<file path="config.mk">
export PLATFORM = sky130hd
export DESIGN_NAME = mem_stage_lsu
export DESIGN_NICKNAME = d
export VERILOG_FILES = /design/src/rtl/mem_stage_lsu.sv
export SDC_FILE = /design/constraint.sdc
export NUM_CORES = 1
export LEC_CHECK = 0
export CAP_MARGIN = 5
export CORE_MARGIN = 10
export CORE_UTILIZATION = 30
export DETAILED_ROUTE_END_ITERATION = 7
export PLACE_DENSITY_LB_ADDON = 0.3
export SYNTH_ARGS = -nofsm -noshare
export SYNTH_HDL_FRONTEND = slang
export SYNTH_SLANG_ARGS = --single-unit
</file>
<file path="constraint.sdc">
create_clock -name clk -period 9.5 [get_ports clk]
set_clock_uncertainty 0.05 [all_clocks]
set_input_delay 1.9 -clock clk [delete_from_list [all_inputs] [get_ports clk]]
set_output_delay 1.9 -clock clk [all_outputs]
set_load 0.02 [all_outputs]
</file>
<file path="src/rtl/mem_stage_lsu.sv">
// Memory-stage load/store unit: req/ack data-memory access, lane steering, MEM/WB register.
// Optional MISALIGN_TRAP_EN: misaligned LW/LH/SH raise w_exc instead of being force-aligned.
module mem_stage_lsu #(
  parameter int unsigned AW = 32
) (
  input  logic          clk,
  input  logic          reset,
  input  logic          m_valid,
  input  logic [1:0]    m_memwrite,
  input  logic          m_memtoreg,
  input  logic          m_half,
  input  logic          m_b,
  input  logic          m_bunsigned,
  input  logic          m_regwrite,
  input  logic [4:0]    m_writereg,
  input  logic [31:0]   m_aluout,
  input  logic [31:0]   m_writedata,
  output logic          stall,
  output logic          dmem_req,
  output logic          dmem_we,
  output logic [3:0]    dmem_be,
  output logic [AW-1:0] dmem_addr,
  output logic [31:0]   dmem_wdata,
  input  logic          dmem_ack,
  input  logic [31:0]   dmem_rdata,
  output logic          w_valid,
  output logic          w_regwrite,
  output logic [4:0]    w_writereg,
  output logic [31:0]   w_result,
  output logic          w_exc
);

  localparam logic [0:0] StIdle = 1'b0;
  localparam logic [0:0] StWait = 1'b1;

  logic [0:0]  state_q;
  logic        is_store, is_access, is_half, is_byte, is_word, misalign;
  logic [1:0]  lane;
  logic [3:0]  be_d;
  logic [31:0] wdata_d;

  // Access context held for the whole WAIT period
  logic [1:0]  lane_q;
  logic        half_q, byte_q, uns_q, regwrite_q;
  logic [4:0]  writereg_q;

  logic [7:0]  ld_byte;
  logic [15:0] ld_half;
  logic [31:0] ld_data;

  assign is_store  = m_memwrite != 2'b00;
  assign is_access = m_memtoreg | is_store;
  assign is_half   = is_store ? (m_memwrite == 2'b10) : m_half;
  assign is_byte   = is_store ? (m_memwrite == 2'b11) : m_b;
  assign is_word   = ~is_half & ~is_byte;

`ifdef MISALIGN_TRAP_EN
  // Misaligned SW is not trapped: the word address already ignores the low bits
  assign misalign = m_memtoreg ? ((is_word & (m_aluout[1:0] != 2'b00)) | (is_half & m_aluout[0]))
                               : ((m_memwrite == 2'b10) & m_aluout[0]);
`else
  assign misalign = 1'b0;
`endif

  // Offending low address bits are dropped so the lane matches the forced-aligned access
  always_comb begin
    lane = m_aluout[1:0];
    if (is_word)      lane = 2'b00;
    else if (is_half) lane = {m_aluout[1], 1'b0};
  end

  always_comb begin
    be_d    = 4'b1111;
    wdata_d = m_writedata;
    if (is_half) begin
      be_d    = lane[1] ? 4'b1100 : 4'b0011;
      wdata_d = {2{m_writedata[15:0]}};
    end else if (is_byte) begin
      be_d    = 4'b0001 << lane;
      wdata_d = {4{m_writedata[7:0]}};
    end
  end

  always_comb begin
    stall = 1'b0;
    if (state_q == StIdle) stall = m_valid & is_access & ~misalign;
    else                   stall = ~dmem_ack;
  end

  assign ld_byte = dmem_rdata[{lane_q, 3'b000} +: 8];
  assign ld_half = lane_q[1] ? dmem_rdata[31:16] : dmem_rdata[15:0];

  always_comb begin
    ld_data = dmem_rdata;
    if (byte_q)      ld_data = {{24{ld_byte[7] & ~uns_q}}, ld_byte};
    else if (half_q) ld_data = {{16{ld_half[15] & ~uns_q}}, ld_half};
  end

  always_ff @(posedge clk or posedge reset) begin
    if (reset) begin
      state_q    <= StIdle;
      dmem_req   <= 1'b0;
      dmem_we    <= 1'b0;
      dmem_be    <= 4'b0000;
      dmem_addr  <= '0;
      dmem_wdata <= '0;
      lane_q     <= 2'b00;
      half_q     <= 1'b0;
      byte_q     <= 1'b0;
      uns_q      <= 1'b0;
      regwrite_q <= 1'b0;
      writereg_q <= 5'd0;
      w_valid    <= 1'b0;
      w_regwrite <= 1'b0;
      w_writereg <= 5'd0;
      w_result   <= '0;
      w_exc      <= 1'b0;
    end else if (state_q == StIdle) begin
      w_exc <= 1'b0;
      if (!m_valid) begin
        w_valid    <= 1'b0;
        w_regwrite <= 1'b0;
      end else if (misalign) begin
        w_valid    <= 1'b1;
        w_regwrite <= 1'b0;
        w_writereg <= m_writereg;
        w_result   <= m_aluout;
        w_exc      <= 1'b1;
      end else if (is_access) begin
        state_q    <= StWait;
        dmem_req   <= 1'b1;
        dmem_we    <= is_store;
        dmem_be    <= be_d;
        dmem_addr  <= {m_aluout[AW-1:2], 2'b00};
        dmem_wdata <= wdata_d;
        lane_q     <= lane;
        half_q     <= is_half;
        byte_q     <= is_byte;
        uns_q      <= m_bunsigned;
        regwrite_q <= m_regwrite & ~is_store;
        writereg_q <= m_writereg;
        w_valid    <= 1'b0;
        w_regwrite <= 1'b0;
      end else begin
        w_valid    <= 1'b1;
        w_regwrite <= m_regwrite;
        w_writereg <= m_writereg;
        w_result   <= m_aluout;
      end
    end else begin
      if (dmem_ack) begin
        state_q    <= StIdle;
        dmem_req   <= 1'b0;
        w_valid    <= 1'b1;
        w_regwrite <= regwrite_q;
        w_writereg <= writereg_q;
        w_result   <= ld_data;
      end else begin
        w_valid    <= 1'b0;
        w_regwrite <= 1'b0;
      end
    end
  end

endmodule

</file>
# Word level (Yosys, flattened, before mapping)
# Index checks and enable logic that the tools add are counted.
totals:
  register_bits: 119
  elab_cells: 77
  inputBits: 112
  out_inout_bits: 111
op_classes:
  bitwise_logic: 12
  reduce_logical: 6
  shifts: 2
  eq_ne: 4
  mux: 37
ops:
  columns: ["op", "n"]
  rows:
  - ["2-to-1 mux 32 bit", 8]
  - ["variable part select 32 x 6 -> 8 bit", 1]
  - ["2-to-1 mux 1 bit", 20]
  - ["2-to-1 mux 5 bit", 4]
  - ["2-to-1 mux 16 bit", 1]
  - ["2-to-1 mux 4 bit", 3]
  - ["AND reduction 3 bit", 3]
  - ["NOT 1 bit", 6]
  - ["nonzero test 2 bit", 3]
  - ["AND 1 bit", 5]
  - ["== test 2 bit (second input constant)", 2]
  - ["!= test 2 bit (second input constant)", 2]
  - ["<< shifter 1 x 2 -> 4 bit (first input constant)", 1]
  - ["2-to-1 mux 2 bit", 1]
  - ["bitwise OR 1 bit", 1]

# Depth between registers and ports, before layout
# Gate-level depths: netlist of the first run.
depth:
  word_depth: 8
  ltp_mapped: 8
  ltp_nobuf: 5

# Least setup slack after synthesis of the first run
# Ideal clock, no wire load.
synth_path:
  kind: "in2out"
  start: "input port m_memwrite[0]"
  end: "output port stall"
  stages: 6
  required_time_ps: 7550
  path_buffers: 3
  t_arrival_ps: 3039
  path_slack_ps: 4511
  path_cell_list: "buf_2 -> or3_1 -> nand2_1 -> buf_4 -> buf_4 -> o21ai_0"
synth_between:
  elab_chain_cells: 4
synth_lines:
  columns: ["item", "line_no", "text"]
  rows:
  - ["start: declaration", "9", "input logic [1:0] m_memwrite,"]
  - ["nonzero test 2 bit", "51", "assign is_store = m_memwrite != 2'b00;"]
  - ["bitwise OR 1 bit", "52", "assign is_access = m_memtoreg | is_store;"]
  - ["AND 1 bit", "86", "if (state_q == StIdle) stall = m_valid & is_access & ~misalign;"]
  - ["2-to-1 mux 1 bit", "86", null]
  - ["end: declaration", "18", "output logic stall,"]
# No other way between the ends.

# Worst setup path after layout of the first run
layout_path:
  start: "input port m_memwrite[1]"
  end: "output port stall"
# Same word-level chain as after synthesis.

==> flow_summary_export.csv, run 1 <==
group,metric,value,unit
critical_path,cp-end-kind,"output port",
synthesis,syn_inst,649,
clocking,clk_latency,0.41,ns
floorplanning,io_pins,223,
drt,detail_route.vias_per_cell,4.837,
synthesis,synth.avg_cell_area,8.934,um^2
finish,final_common_cell,"clkdlybuf4s50_1",
timing,fin_setup_tns,0,ns
timing,period_share,67.95,%
floorplanning,core-area,18830,um^2
floorplanning,start_util,30.79,%
placement,dpl_cell_area,8098,um^2
drt,wire_per_inst,18.84,um
timing,rsz0062_at_grt,"false",
critical_path,rrSetupSlack,6.79,ns
power_and_ir_drop,p_leak,3.722,nW
clocking,cts.clk_slew.worst_paths,0.05,ns
clocking,cts_tree,"built",
clocking,cts-buffers-inserted,17,
floorplanning,rows,50,
finish,mostFrequentLayoutCells,"clkdlybuf4s50_1, nand2_1, dfrtp_1, nor2_1, o21ai_0",
critical_path,cp_cell_sequence,"clkdlybuf4s50_1, or3_1, nand2_4, o21ai_0, clkdlybuf4s50_1",
synthesis,yosys.area_share.simple,21.84,%
timing,fin_crit,6.455,ns
finish,multi_input_area,2525,um^2
synthesis,synthAdderAreaFrac,0,%
critical_path,cp.arrival,4.51,ns
timing,hold_viol,0,
floorplanning,die-width,159.0,um
critical_path,path_delay_family,"buffers and inverters",
timing,finalSetupViolCount,0,
global_routing,grt_pass1_vias,5538,
timing,slew_viol_final,0,
outcome,status,"completed",
flow_run,maxCapViolations,0,
critical_path,cp_max_fo,85,
clocking,cts.sinks,119,
clocking,cts_resized,0,
clocking,cts_max_level,4,
critical_path,crit_top_cell,"clkdlybuf4s50_1",
timing,fin_hold_ws,0.4221,ns
finish,fillers,1803,
drt,drt_iter0_drc,292,
min_path,hold_path.class,"flip-flop to flip-flop",
critical_path,cp_slowest_cell,"nand2_4",
finish,area_growth,49.44,%
synthesis,synthXorXnorAreaFrac,0,%
synthesis,ys_ff_latch,119,
power_and_ir_drop,max-vdd-ir-drop,0.0001203,V
critical_path,critPathBufInv,2,
synthesis,synth_mux_area_share,5.740,%
global_routing,antenna_found_initial,1,
synthesis,synth_top_area_cell,"dfrtp_1",
drt,vias,5422,
drt,dr.pass1.iters,6,
critical_path,worstPathRequired,7.55,ns
placement,globalplace.congestion,0.7889,
placement,hpwl,15.19,mm
power_and_ir_drop,power_density,249.5,nW/um^2
critical_path,cp_slowest_stage_delay,0.69,ns
finish,regArea,2978,um^2
floorplanning,fp.dieArea,25290,um^2
clocking,cts_hold_buf,0,
clocking,root_buffer,"clkbuf_16",
global_routing,track_usage,16.41,%
timing,tightest_slew,1.094,ns
clocking,ctsLongestPathBuffers,2,
global_routing,grt_pass1_wl,32.94,mm
drt,antenna_left,0,
synthesis,ys_warn_count,0,
critical_path,start_kind,"input port",
clocking,cts_setup_buffers,0,
synthesis,synth_top_family_by_area,"simple AND/OR/NAND/NOR gates",
synthesis,synth_compound_area_share,15.52,%
drt,routed_wirelength,21.12,mm
synthesis,synth_area_leaders,"dfrtp_1, nand2_1, nor2_1",
global_routing,grt_max_degree,86,
finish,drive_above_1_share,7.907,%
finish,design_area,8665,um^2
synthesis,ys_types,48,
finish,nets,959,
placement,io_buffers,219,
drt,drc,0,
timing,max_freq,154.9,MHz
floorplanning,die_h,159.0,um
global_routing,overflow,0,
synthesis,synth_top_area_share,51.36,%
synthesis,synth_area,5798,um^2
critical_path,critical_path_class,"input port to output port",
synthesis,seq_area_frac_synth,51.36,%
timing,slew_headroom,26.99,%
[registers in the layout (all words and copies together), names as in the netlist, 2 cells and up]
| name | flops |
|---|---|
| dmem_wdata | 32 |
| dmem_be | 4 |
| w_result | 32 |
| w_writereg | 5 |
| dmem_addr | 30 |
| lane_q | 2 |
| writereg_q | 5 |
[tightest hold or removal path, cell delays in order (launching register included)]
cell and delay (ns):
dfrtp_1 0.34, nand2_1 0.05, nand2_1 0.05
[area by class of cell]
type,instances,area share [%]
multi-input combinational,474,29.14
sequential,119,34.37
inverter,12,0.5487
clock inverter,14,1.444
timing repair buffer,223,25.65
clock buffer,18,5.069
tap,260,3.755
antenna,1,0.02888
[per-stage QoR]
step                utilization [%]  std cells  setup WS, ns  power [mW]
CTS                           46.00       1120         2.998       2.193
global route                  46.00       1120         2.842       2.286
finish                        46.01       1121         3.045       2.162
detailed placement            43.00       1088         3.015       1.561
floorplan                         -        651         4.393       1.152
global placement              43.00       1088         3.042       1.553
[path summary, 6_finish.rpt]
path | depth (start not counted) | from | end
max in group asynchronous | 3 | reset | dmem_wdata[5]
min in group asynchronous | 2 | reset | dmem_wdata[17]
min | 2 | dmem_addr[2] | dmem_addr[2]
min reg2reg | 2 | dmem_addr[2] | dmem_addr[2]
max | 5 | m_memwrite[1] | stall
max reg2reg | 4 | lane_q[1] | w_result[30]
[routing by layer]
layer	share of wire, %	global-route usage (%)
met3	8.5	6.068
met1	45	20.74
met4	0.87	4.971
met2	46	25.53
met5	0	0
[kinds of logic after synthesis]
logic type	count (synthesis)
compound gates	129
flops	119
other cells	1
buf+inv	58
mux	32
simple gates	310
[Yosys cell counts, drive strengths merged]
cell type,n
a211o,1
a211oi,26
a21o,1
a21oi,30
a221oi,5
a222oi,3
a22o,2
a311oi,6
a31oi,11
a32o,1
and2,3
and2b,1
and3,1
buf,37
clkbuf,9
clkinv,1
conb,1
dfrtp,119
inv,11
mux2,10
mux2i,22
nand2,204
nand2b,2
nand3,1
nor2,63
nor3,25
nor3b,6
nor4b,1
o21ai,31
o21ba,1
o21bai,1
o22a,1
o22ai,6
o31ai,2
o41ai,1
or2,1
or3,2
[power breakdown]
| part | total [mW] | switching [mW] | internal, mW | leakage [nW] |
|---|---|---|---|---|
| clock network | 0.619 | 0.252 | 0.368 | 0.273 |
| registers | 0.739 | 0.0962 | 0.643 | 1.43 |
| logic | 0.803 | 0.436 | 0.367 | 2.02 |
(Power assumes the default switching activity.)
==> run 2: changes to the inputs <==
==> constraint.sdc (replaced) <==
create_clock -name clk -period 6.1 [get_ports clk]
set_clock_uncertainty 0.05 [all_clocks]
set_input_delay 1.22 -clock clk [delete_from_list [all_inputs] [get_ports clk]]
set_output_delay 1.22 -clock clk [all_outputs]
set_load 0.02 [all_outputs]
==> run 2 against run 1 <==
Clock power rose by 83%. Combinational power up 57%. Core utilization is 0.52 points higher. Via count fell by 0.55%. Critical path depth unchanged. Cell count barely moved. Worst hold slack worse by 0.0020 ns. Largest power group unchanged. Highest routed layer unchanged.
==> flow_summary_export.csv, run 2 (synthesized netlist as in run 1, its figures left out) <==
group,metric,value,unit
global_routing,track_usage,16.60,%
placement,io_buffers,219,
clocking,cts_max_level,4,
min_path,hold_path_end,"writereg_q[1]",
critical_path,cp-end-kind,"output port",
floorplanning,die_h,159.0,um
clocking,cts_hold_buf,0,
drt,detail_route.vias_per_cell,4.806,
finish,final_util,46.53,%
outcome,status,"completed",
global_routing,grt_pass1_vias,5518,
finish,reg_top3,"dmem_wdata: 32 flops, w_result: 32 flops, dmem_addr: 30 flops",
min_path,worstHoldStart,"writereg_q[1]",
critical_path,critical_path_class,"input port to output port",
clocking,ctsLongestPathBuffers,2,
clocking,root_buffer,"clkbuf_16",
drt,routed_wirelength,21.35,mm
drt,drc,0,
global_routing,grt_max_degree,85,
timing,tightest_slew,1.104,ns
drt,dr.pass1.iters,4,
critical_path,r2r-start,"lane_q[1]",
global_routing,overflow,0,
timing,fin_setup_tns,0,ns
finish,final_common_cell,"clkdlybuf4s50_1",
critical_path,start_kind,"input port",
floorplanning,core-area,18830,um^2
timing,finalSetupViolCount,0,
min_path,min_delay_path_depth,2,
power_and_ir_drop,max-vdd-ir-drop,0.0001954,V
clocking,cts-buffers-inserted,17,
timing,max_freq,233.9,MHz
timing,fin_hold_ws,0.4201,ns
placement,globalplace.congestion,0.7620,
finish,drive_above_1_share,8.014,%
clocking,cts_resized,0,
clocking,cts.clk_slew.worst_paths,0.06,ns
drt,antenna_left,0,
critical_path,r2r-end,"w_result[29]",
finish,mostFrequentLayoutCells,"clkdlybuf4s50_1, nand2_1, dfrtp_1, nor2_1, o21ai_0",
finish,fillers,1837,
global_routing,grt_pass1_wl,33.33,mm
placement,hpwl,15.33,mm
critical_path,cp.arrival,3.00,ns
timing,fin_crit,4.275,ns
timing,rsz0062_at_grt,"false",
flow_run,maxCapViolations,0,
clocking,cts_setup_buffers,0,
clocking,cts.sinks,119,
critical_path,rrSetupSlack,3.38,ns
floorplanning,io_pins,223,
critical_path,cp_max_fo,8,
timing,period_share,70.08,%
clocking,clk_latency,0.41,ns
timing,final.setup.worst_slack,1.825,ns
finish,nets,960,
timing,hold_viol,0,
critical_path,reg2regPathDepth,4,
global_routing,antenna_found_initial,1,
clocking,cts_tree,"built",
floorplanning,die-width,159.0,um
floorplanning,rows,50,
power_and_ir_drop,p_leak,3.768,nW
finish,instances_no_fill,1122,
timing,slew_viol_final,0,
critical_path,startpoint,"m_memwrite[1]",
critical_path,worstPathRequired,4.83,ns
timing,slew_headroom,26.29,%
power_and_ir_drop,power_density,402.7,nW/um^2
drt,wire_per_inst,19.03,um
placement,dp_cells,1089,
finish,area_growth,51.12,%
placement,preCtsSetupSlack,1.824,ns
drt,vias,5392,
floorplanning,start_util,30.79,%
drt,drt_iter0_drc,299,
floorplanning,fp.dieArea,25290,um^2
min_path,hold_path.class,"flip-flop to flip-flop",
## run 2: where the power goes
group          switching [mW]  internal [mW]
Combinational           0.682          0.573
Clock                   0.402          0.724
Sequential              0.146           1.00
## run 2: per-layer routing
metal	vias to the layer above	routed length [um]	global-route usage, %
li1	2605	-	-
met1	2584	9622	20.91
met2	187	9791	25.76
met3	16	1750	6.558
met4	0	188	4.676
met5	-	0	0
## run 2: how the worst max path moves through the flow
stage	end	slack, ns
after detailed placement	stall	1.82
final	stall	1.83
after global routing	stall	1.74
after floorplan	byte_q	1.67
after CTS	stall	1.82
after global placement	stall	1.84
## run 2: final cells by class
class	instances	area (um^2)	area share [%]
sequential	119	2978	33.99
multi-input combinational	474	2525	28.82
timing repair buffer	224	2230	25.45
clock buffer	20	466.7	5.326
tap	260	325.3	3.713
clock inverter	12	187.7	2.142
inverter	12	47.55	0.5426
antenna	1	2.502	0.02856
## run 2: through the flow
stage / power, mW / instance area [um^2]
finish: 3.529 / 8762
detailed placement: 2.432 / 8105
global placement: 2.419 / 8105
global route: 3.718 / 8760
CTS: 3.572 / 8760
floorplan: 1.795 / 5806
## run 2: worst max-delay path: stages
cell and delay [ns]:
clkdlybuf4s50_1 0.57, or3_1 0.48, nand2_4 0.09, o21ai_0 0.09, clkdlybuf4s50_1 0.56
